<file path="src/rtl/sm83_dbg_brk.sv">
// sm83_dbg_brk: NUM_BP-way breakpoint unit programmed over a toggle byte channel; define SM83_DBG_BRK_WATCH_EN for write watchpoints
module sm83_dbg_brk #(
  parameter int NUM_BP = 4,
  parameter int ADR_W  = 16
) (
  input  logic        clk,
  input  logic        nreset,
  input  logic [15:0] adr,
  input  logic        p_rd,
  input  logic        p_wr,
  input  logic        ncyc,
  input  logic [7:0]  data_rx,
  input  logic        data_rx_valid,
  input  logic        data_rx_seq,
  output logic        data_rx_ack,
  output logic [7:0]  data_tx,
  output logic        data_tx_seq,
  input  logic        data_tx_ack,
  output logic        halt,
  output logic        hit,
  output logic [3:0]  hit_idx
);
  typedef enum logic [1:0] {IDLE, ARG, EXEC, RESP} state_e;
  state_e state_q, state_d;
  logic [7:0] op_q, op_d, resp_q, resp_d, tx_q, tx_d;
  logic [7:0] arg_q [4];
  logic [7:0] arg_d [4];
  logic [1:0] pos_q, pos_d;
  logic rx_ack_q, rx_ack_d, tx_seq_q, tx_seq_d;
  logic halt_q, halt_d, hit_q, hit_d, mask_q, mask_d;
  logic [3:0] idx_q, idx_d, m_idx;
  logic [ADR_W-1:0] bp_adr_q [NUM_BP];
  logic [NUM_BP-1:0] bp_en_q, bp_rd_q, wr_hit;
  logic acc, exec, idx_ok, err, do_set, do_clr, do_resume, do_halt, m_any;
  logic [15:0] set_adr;
  logic unused_w;
  assign acc = data_rx_valid && (data_rx_seq != rx_ack_q) && (state_q == IDLE || state_q == ARG);
  assign exec = state_q == EXEC;
  assign idx_ok = int'(arg_q[0]) < NUM_BP;
  assign err = (op_q == 8'h01 || op_q == 8'h02) ? !idx_ok : (op_q == 8'h00 || op_q > 8'h05);
  assign do_set = exec && op_q == 8'h01 && idx_ok;
  assign do_clr = exec && op_q == 8'h02 && idx_ok;
  assign do_resume = exec && op_q == 8'h04;
  assign do_halt = exec && op_q == 8'h05;
  assign set_adr = {arg_q[2], arg_q[1]};
  assign unused_w = ^{p_wr, arg_q[3], adr};
`ifdef SM83_DBG_BRK_WATCH_EN
  logic [NUM_BP-1:0] bp_wr_q;
  assign wr_hit = bp_wr_q & {NUM_BP{p_wr}};
  // write-enable mode bit per comparator
  always_ff @(posedge clk or negedge nreset) begin
    if (!nreset) bp_wr_q <= '0;
    else
      for (int i = 0; i < NUM_BP; i++)
        if ((do_set || do_clr) && i == int'(arg_q[0])) bp_wr_q[i] <= do_set & arg_q[3][1];
  end
`else
  assign wr_hit = '0;
`endif
  // lowest-index comparator matching the current bus access
  always_comb begin
    m_any = 1'b0;
    m_idx = '0;
    for (int i = NUM_BP - 1; i >= 0; i--)
      if (bp_en_q[i] && bp_adr_q[i] == adr[ADR_W-1:0] && ((bp_rd_q[i] && p_rd) || wr_hit[i])) begin
        m_any = 1'b1;
        m_idx = 4'(i);
      end
  end
  // comparator address and read/enable storage; a SET lands after the match of its own cycle
  always_ff @(posedge clk or negedge nreset) begin
    if (!nreset) begin
      for (int i = 0; i < NUM_BP; i++) bp_adr_q[i] <= '0;
      bp_en_q <= '0;
      bp_rd_q <= '0;
    end else
      for (int i = 0; i < NUM_BP; i++)
        if ((do_set || do_clr) && i == int'(arg_q[0])) begin
          bp_adr_q[i] <= do_set ? set_adr[ADR_W-1:0] : '0;
          bp_en_q[i] <= do_set & arg_q[3][2];
          bp_rd_q[i] <= do_set & arg_q[3][0];
        end
  end
  // command parser, reply channel and halt/hit bookkeeping
  always_comb begin
    state_d = state_q;
    op_d = op_q;
    arg_d = arg_q;
    pos_d = pos_q;
    resp_d = resp_q;
    tx_d = tx_q;
    tx_seq_d = tx_seq_q;
    rx_ack_d = acc ? data_rx_seq : rx_ack_q;
    halt_d = halt_q;
    hit_d = hit_q;
    idx_d = idx_q;
    mask_d = ncyc ? 1'b0 : (mask_q | do_resume);
    case (state_q)
      IDLE:
        if (acc) begin
          op_d = data_rx;
          pos_d = '0;
          state_d = (data_rx == 8'h01 || data_rx == 8'h02) ? ARG : EXEC;
        end
      ARG:
        if (acc) begin
          arg_d[pos_q] = data_rx;
          pos_d = pos_q + 2'd1;
          if (pos_q == (op_q == 8'h01 ? 2'd3 : 2'd0)) state_d = EXEC;
        end
      EXEC: begin
        resp_d = op_q == 8'h03 ? {halt_q, hit_q, 2'b00, idx_q} : 8'hEE;
        state_d = (op_q == 8'h03 || err) ? RESP : IDLE;
      end
      default:
        if (data_tx_ack == tx_seq_q) begin
          tx_d = resp_q;
          tx_seq_d = ~tx_seq_q;
          state_d = IDLE;
        end
    endcase
    if (do_resume) begin
      halt_d = 1'b0;
      hit_d = 1'b0;
    end
    if (do_halt) begin
      halt_d = 1'b1;
      hit_d = 1'b0;
    end
    // a RESUME in the same cycle masks that strobe and uses up the mask
    if (ncyc && m_any && !halt_q && !mask_q && !do_resume) begin
      halt_d = 1'b1;
      hit_d = 1'b1;
      idx_d = m_idx;
    end
  end
  // state register
  always_ff @(posedge clk or negedge nreset) begin
    if (!nreset) begin
      state_q <= IDLE;
      op_q <= '0;
      for (int i = 0; i < 4; i++) arg_q[i] <= '0;
      pos_q <= '0;
      resp_q <= '0;
      tx_q <= '0;
      tx_seq_q <= 1'b0;
      rx_ack_q <= 1'b0;
      halt_q <= 1'b0;
      hit_q <= 1'b0;
      idx_q <= '0;
      mask_q <= 1'b0;
    end else begin
      state_q <= state_d;
      op_q <= op_d;
      arg_q <= arg_d;
      pos_q <= pos_d;
      resp_q <= resp_d;
      tx_q <= tx_d;
      tx_seq_q <= tx_seq_d;
      rx_ack_q <= rx_ack_d;
      halt_q <= halt_d;
      hit_q <= hit_d;
      idx_q <= idx_d;
      mask_q <= mask_d;
    end
  end
  assign data_rx_ack = rx_ack_q;
  assign data_tx = tx_q;
  assign data_tx_seq = tx_seq_q;
  assign halt = halt_q;
  assign hit = hit_q;
  assign hit_idx = idx_q;
endmodule
</file>
<file path="config.mk">
export PLATFORM = sky130hd
export DESIGN_NAME = sm83_dbg_brk
export DESIGN_NICKNAME = d
export VERILOG_FILES = /design/src/rtl/sm83_dbg_brk.sv
export SDC_FILE = /design/constraint.sdc
export NUM_CORES = 1
export LEC_CHECK = 0
export CORE_MARGIN = 1
export CORE_UTILIZATION = 45
export CTS_CLUSTER_DIAMETER = 40
export CTS_CLUSTER_SIZE = 20
export DETAILED_ROUTE_END_ITERATION = 12
export GPL_TIMING_DRIVEN = 0
export PLACE_DENSITY = 0.67
export SLEW_MARGIN = 25
export SYNTH_ARGS = -nofsm -noshare
export SYNTH_HDL_FRONTEND = slang
export SYNTH_SLANG_ARGS = --single-unit
</file>
<file path="constraint.sdc">
create_clock -name clk -period 1.9 [get_ports clk]
set_input_delay 0.19 -clock clk [delete_from_list [all_inputs] [get_ports clk]]
set_output_delay 0.19 -clock clk [all_outputs]
set_load 0.03 [all_outputs]
</file>
==> flow_summary.json <==
{
  "sw_frac_of_total_pct": 28.8,
  "pin_count": 48,
  "vdd_drop_max_mv": 0.693,
  "slew_violations": 0,
  "grtUsageTotal_pct": 27.3,
  "grt_pass1_wl_um": 26400,
  "fp.dieW_um": 117,
  "cp.required_ps": 2210,
  "avgSynthCellArea_um2": 10.4,
  "seqPwrFrac_pct": 40.9,
  "drt-total-wl_um": 17900,
  "overflow": 0,
  "pwr-share-comb_pct": 20.6,
  "grt_pass1_vias": 4680,
  "yosys.area.top_type": "dfrtp_1",
  "die_y_um": 117,
  "via_count": 4855,
  "ys_types": 45,
  "synth_edf_count": 0,
  "ys_seq_area_share_pct": 53.7,
  "final_core_util_pct": 66.8,
  "cts_buffer_depth": 2,
  "synth_flop_cell": "dfrtp_1",
  "ys_seq_elements": 127,
  "p_sw_w": 0.00251,
  "coreArea_mm2": 0.0127,
  "finalSetupViolCount": 76,
  "wl_per_cell_um": 21.1,
  "p_clk_share_pct": 38.4,
  "intPower_w": 0.00619,
  "endpoint_kind": "flop",
  "grt_max_degree": 88,
  "cts_buffers": 17,
  "drive_above_1_share_pct": 39.6,
  "cts.clk_slew.worst_paths_ps": 50,
  "fin_skew_ps": 4.95,
  "place_area_mm2": 0.00663,
  "tritoncts": "yes",
  "synthCells": 566,
  "diodes": 0,
  "path_class": "flop to flop",
  "clock_latency_ps": 420,
  "antenna_found_initial": 0,
  "yosysMostFrequentCell": "dfrtp_1",
  "viasPerCell": 5.72,
  "nFillCells": 969,
  "rows": 41,
  "fin_crit_ps": 2190,
  "max_freq_mhz": 458,
  "fin_ws_ps": -285,
  "portBuffers": 43,
  "start_util_pct": 46.5,
  "htreeDepth": 4,
  "maxCapViolCount": 0,
  "holdCritPathClass": "primary input to asynchronous set/reset pin",
  "cp-start-kind": "flop",
  "synthesis.area_mm2": 0.00591,
  "stdcell_area_mm2": 0.00850,
  "finalNetCount": 701,
  "crit_arrival_ps": 2490,
  "dp_hpwl_um": 11500,
  "crit_fanout": 6,
  "synthTopCellsByCount": "dfrtp_1, nand2_1, o21ai_0",
  "synth_area_leaders": "dfrtp_1, xor2_1, mux2_2",
  "yosys_warnings": 0,
  "area_growth_pct": 43.7,
  "hold_viol_final": 0,
  "power.density_mw_per_mm2": 1020,
  "drt_iter0_markers": 304,
  "violations": "setup timing",
  "firstDrtPassIters": 5,
  "async_flop_share_pct": 100,
  "p_leak_nw": 3.63,
  "status": "finished, violations left",
  "clkSinkCount": 127,
  "ant_nets": 0,
  "die-area_mm2": 0.0136,
  "route.detailed.drc": 0,
  "place_congestion": 0.898,
  "post-route-period-util_pct": 115,
  "post-synth-top-area-fraction_pct": 53.7,
  "clockRootBuffer": "clkbuf_16",
  "timing.hold.ws_ps": 244,
  "rsz0062_at_grt": "yes"
}
routing by layer:
layer  wire [µm]  GRT usage, %  vias to the layer above
li1            -             -                     2183
met1        7560          36.1                     2458
met2        8560          42.6                      175
met3        1190          7.37                       39
met4         567          11.2                        0
met5           0             0                        -
kinds of logic (layout without fill, tap and decap cells):
| family | count (synthesis) | in the layout | share of synthesized area [%] |
|---|---|---|---|
| multiplexers | 40 | 40 | 7.60 |
| flip-flops | 127 | 127 | 53.7 |
| adder cells (fa/ha/maj) | 4 | 4 | 0.846 |
| other | 1 | 3 | 0.0634 |
| AND/OR/NAND/NOR | 210 | 210 | 17.0 |
| XOR/XNOR | 67 | 67 | 9.92 |
| AO/OA/AOI/OAI | 92 | 92 | 8.72 |
| buffers and inverters | 25 | 134 | 2.12 |
registers in the layout, indices dropped and copies added (netlist names), 2 cells and up:
register  count
op_q          8
state_q       2
bp_adr_q     64
arg_q        26
bp_rd_q       4
pos_q         2
hit_idx       2
resp_q        5
bp_en_q       4
data_tx       5
cell type report:
| class | instances | area, µm² | share of cell area (%) |
|---|---|---|---|
| Clock buffer | 21 | 470 | 5.54 |
| Inverter | 4 | 15.0 | 0.177 |
| Sequential cell | 127 | 3180 | 37.4 |
| Multi-Input combinational cell | 416 | 3280 | 38.6 |
| Buffer | 21 | 299 | 3.52 |
| Timing Repair Buffer | 78 | 901 | 10.6 |
| Tap cell | 172 | 215 | 2.53 |
| Clock inverter | 10 | 136 | 1.60 |
path summary, 6_finish.rpt:
path                            start           end  slack [ps]  cells past startpoint
max                           op_q[3]  bp_adr_q[59]        -290                      8
min                            nreset    data_tx[5]         240                      2
max reg2reg                   op_q[3]  bp_adr_q[59]        -290                      8
min reg2reg                bp_en_q[0]    bp_en_q[0]         480                      2
max in group asynchronous      nreset  bp_adr_q[37]         930                      3
min in group clk                 ncyc        mask_q         360                      2
metrics by stage:
step           instances  setup WS [ps]  total power, W  TNS, ps
6_report             849           -285         0.00869   -16070
5_1_grt              849           -331         0.00904   -20840
4_1_cts              838           -284         0.00855   -14990
3_5_place_dp         784           -632         0.00516   -41430
3_3_place_gp         783          -4120         0.00508  -557820
2_1_floorplan        568          -71.7         0.00454    -1140
critical path: stages, from the launching register on:
cell	delay (ps)
dfrtp_1	410
nor3_4	310
nand2_4	110
a2111oi_4	380
or3b_4	440
buf_8	160
clkbuf_16	160
nand2_4	50
o21ai_2	50
timing repair:
action                                 4_1_cts  5_1_grt
hold buffers                                 1        0
gates cloned                                 7        3
endpoints found under the hold margin       40        0
gates resized for setup                    150      139
buffers inserted                            15        8
pin swaps                                   36       23
setup endpoints to repair                   76      108
placed cells by master, fill, tap and decap left out, drive strengths merged, types with 2 or more instances in the layout:
| master | synthesis | routed |
|---|---|---|
| xnor2 | 12 | 12 |
| dfrtp | 127 | 127 |
| clkinvlp | 0 | 3 |
| dlymetal6s2s | 0 | 2 |
| or4 | 2 | 2 |
| bufinv | 0 | 3 |
| nor3 | 11 | 11 |
| nand2b | 3 | 3 |
| nor2b | 4 | 4 |
| o31ai | 2 | 2 |
| xor2 | 55 | 55 |
| or3b | 2 | 2 |
| nand2 | 111 | 111 |
| o22a | 3 | 3 |
| a21oi | 2 | 2 |
| ha | 4 | 4 |
| clkbuf | 11 | 35 |
| nor4 | 20 | 20 |
| nand3 | 14 | 14 |
| clkdlybuf4s50 | 0 | 40 |
| mux2 | 39 | 39 |
| buf | 10 | 42 |
| nand4b | 3 | 3 |
| o21ai | 78 | 78 |
| o21a | 2 | 2 |
| clkinv | 0 | 4 |
| nor2 | 15 | 15 |
| and3 | 4 | 4 |
| conb | 1 | 3 |
| inv | 4 | 4 |
| nand3b | 5 | 5 |
| nand4 | 8 | 8 |
| nor4b | 2 | 2 |
power by group through the flow:
stage	Combinational, W	Sequential, W	Clock (W)
after floorplan	0.000957	0.00358	0
after global placement	0.00158	0.00350	0
after detailed placement	0.00163	0.00353	0
after CTS	0.00170	0.00351	0.00335
after global routing	0.00193	0.00362	0.00349
final	0.00179	0.00356	0.00334
No activity file was read; power rests on OpenSTA's default activity.
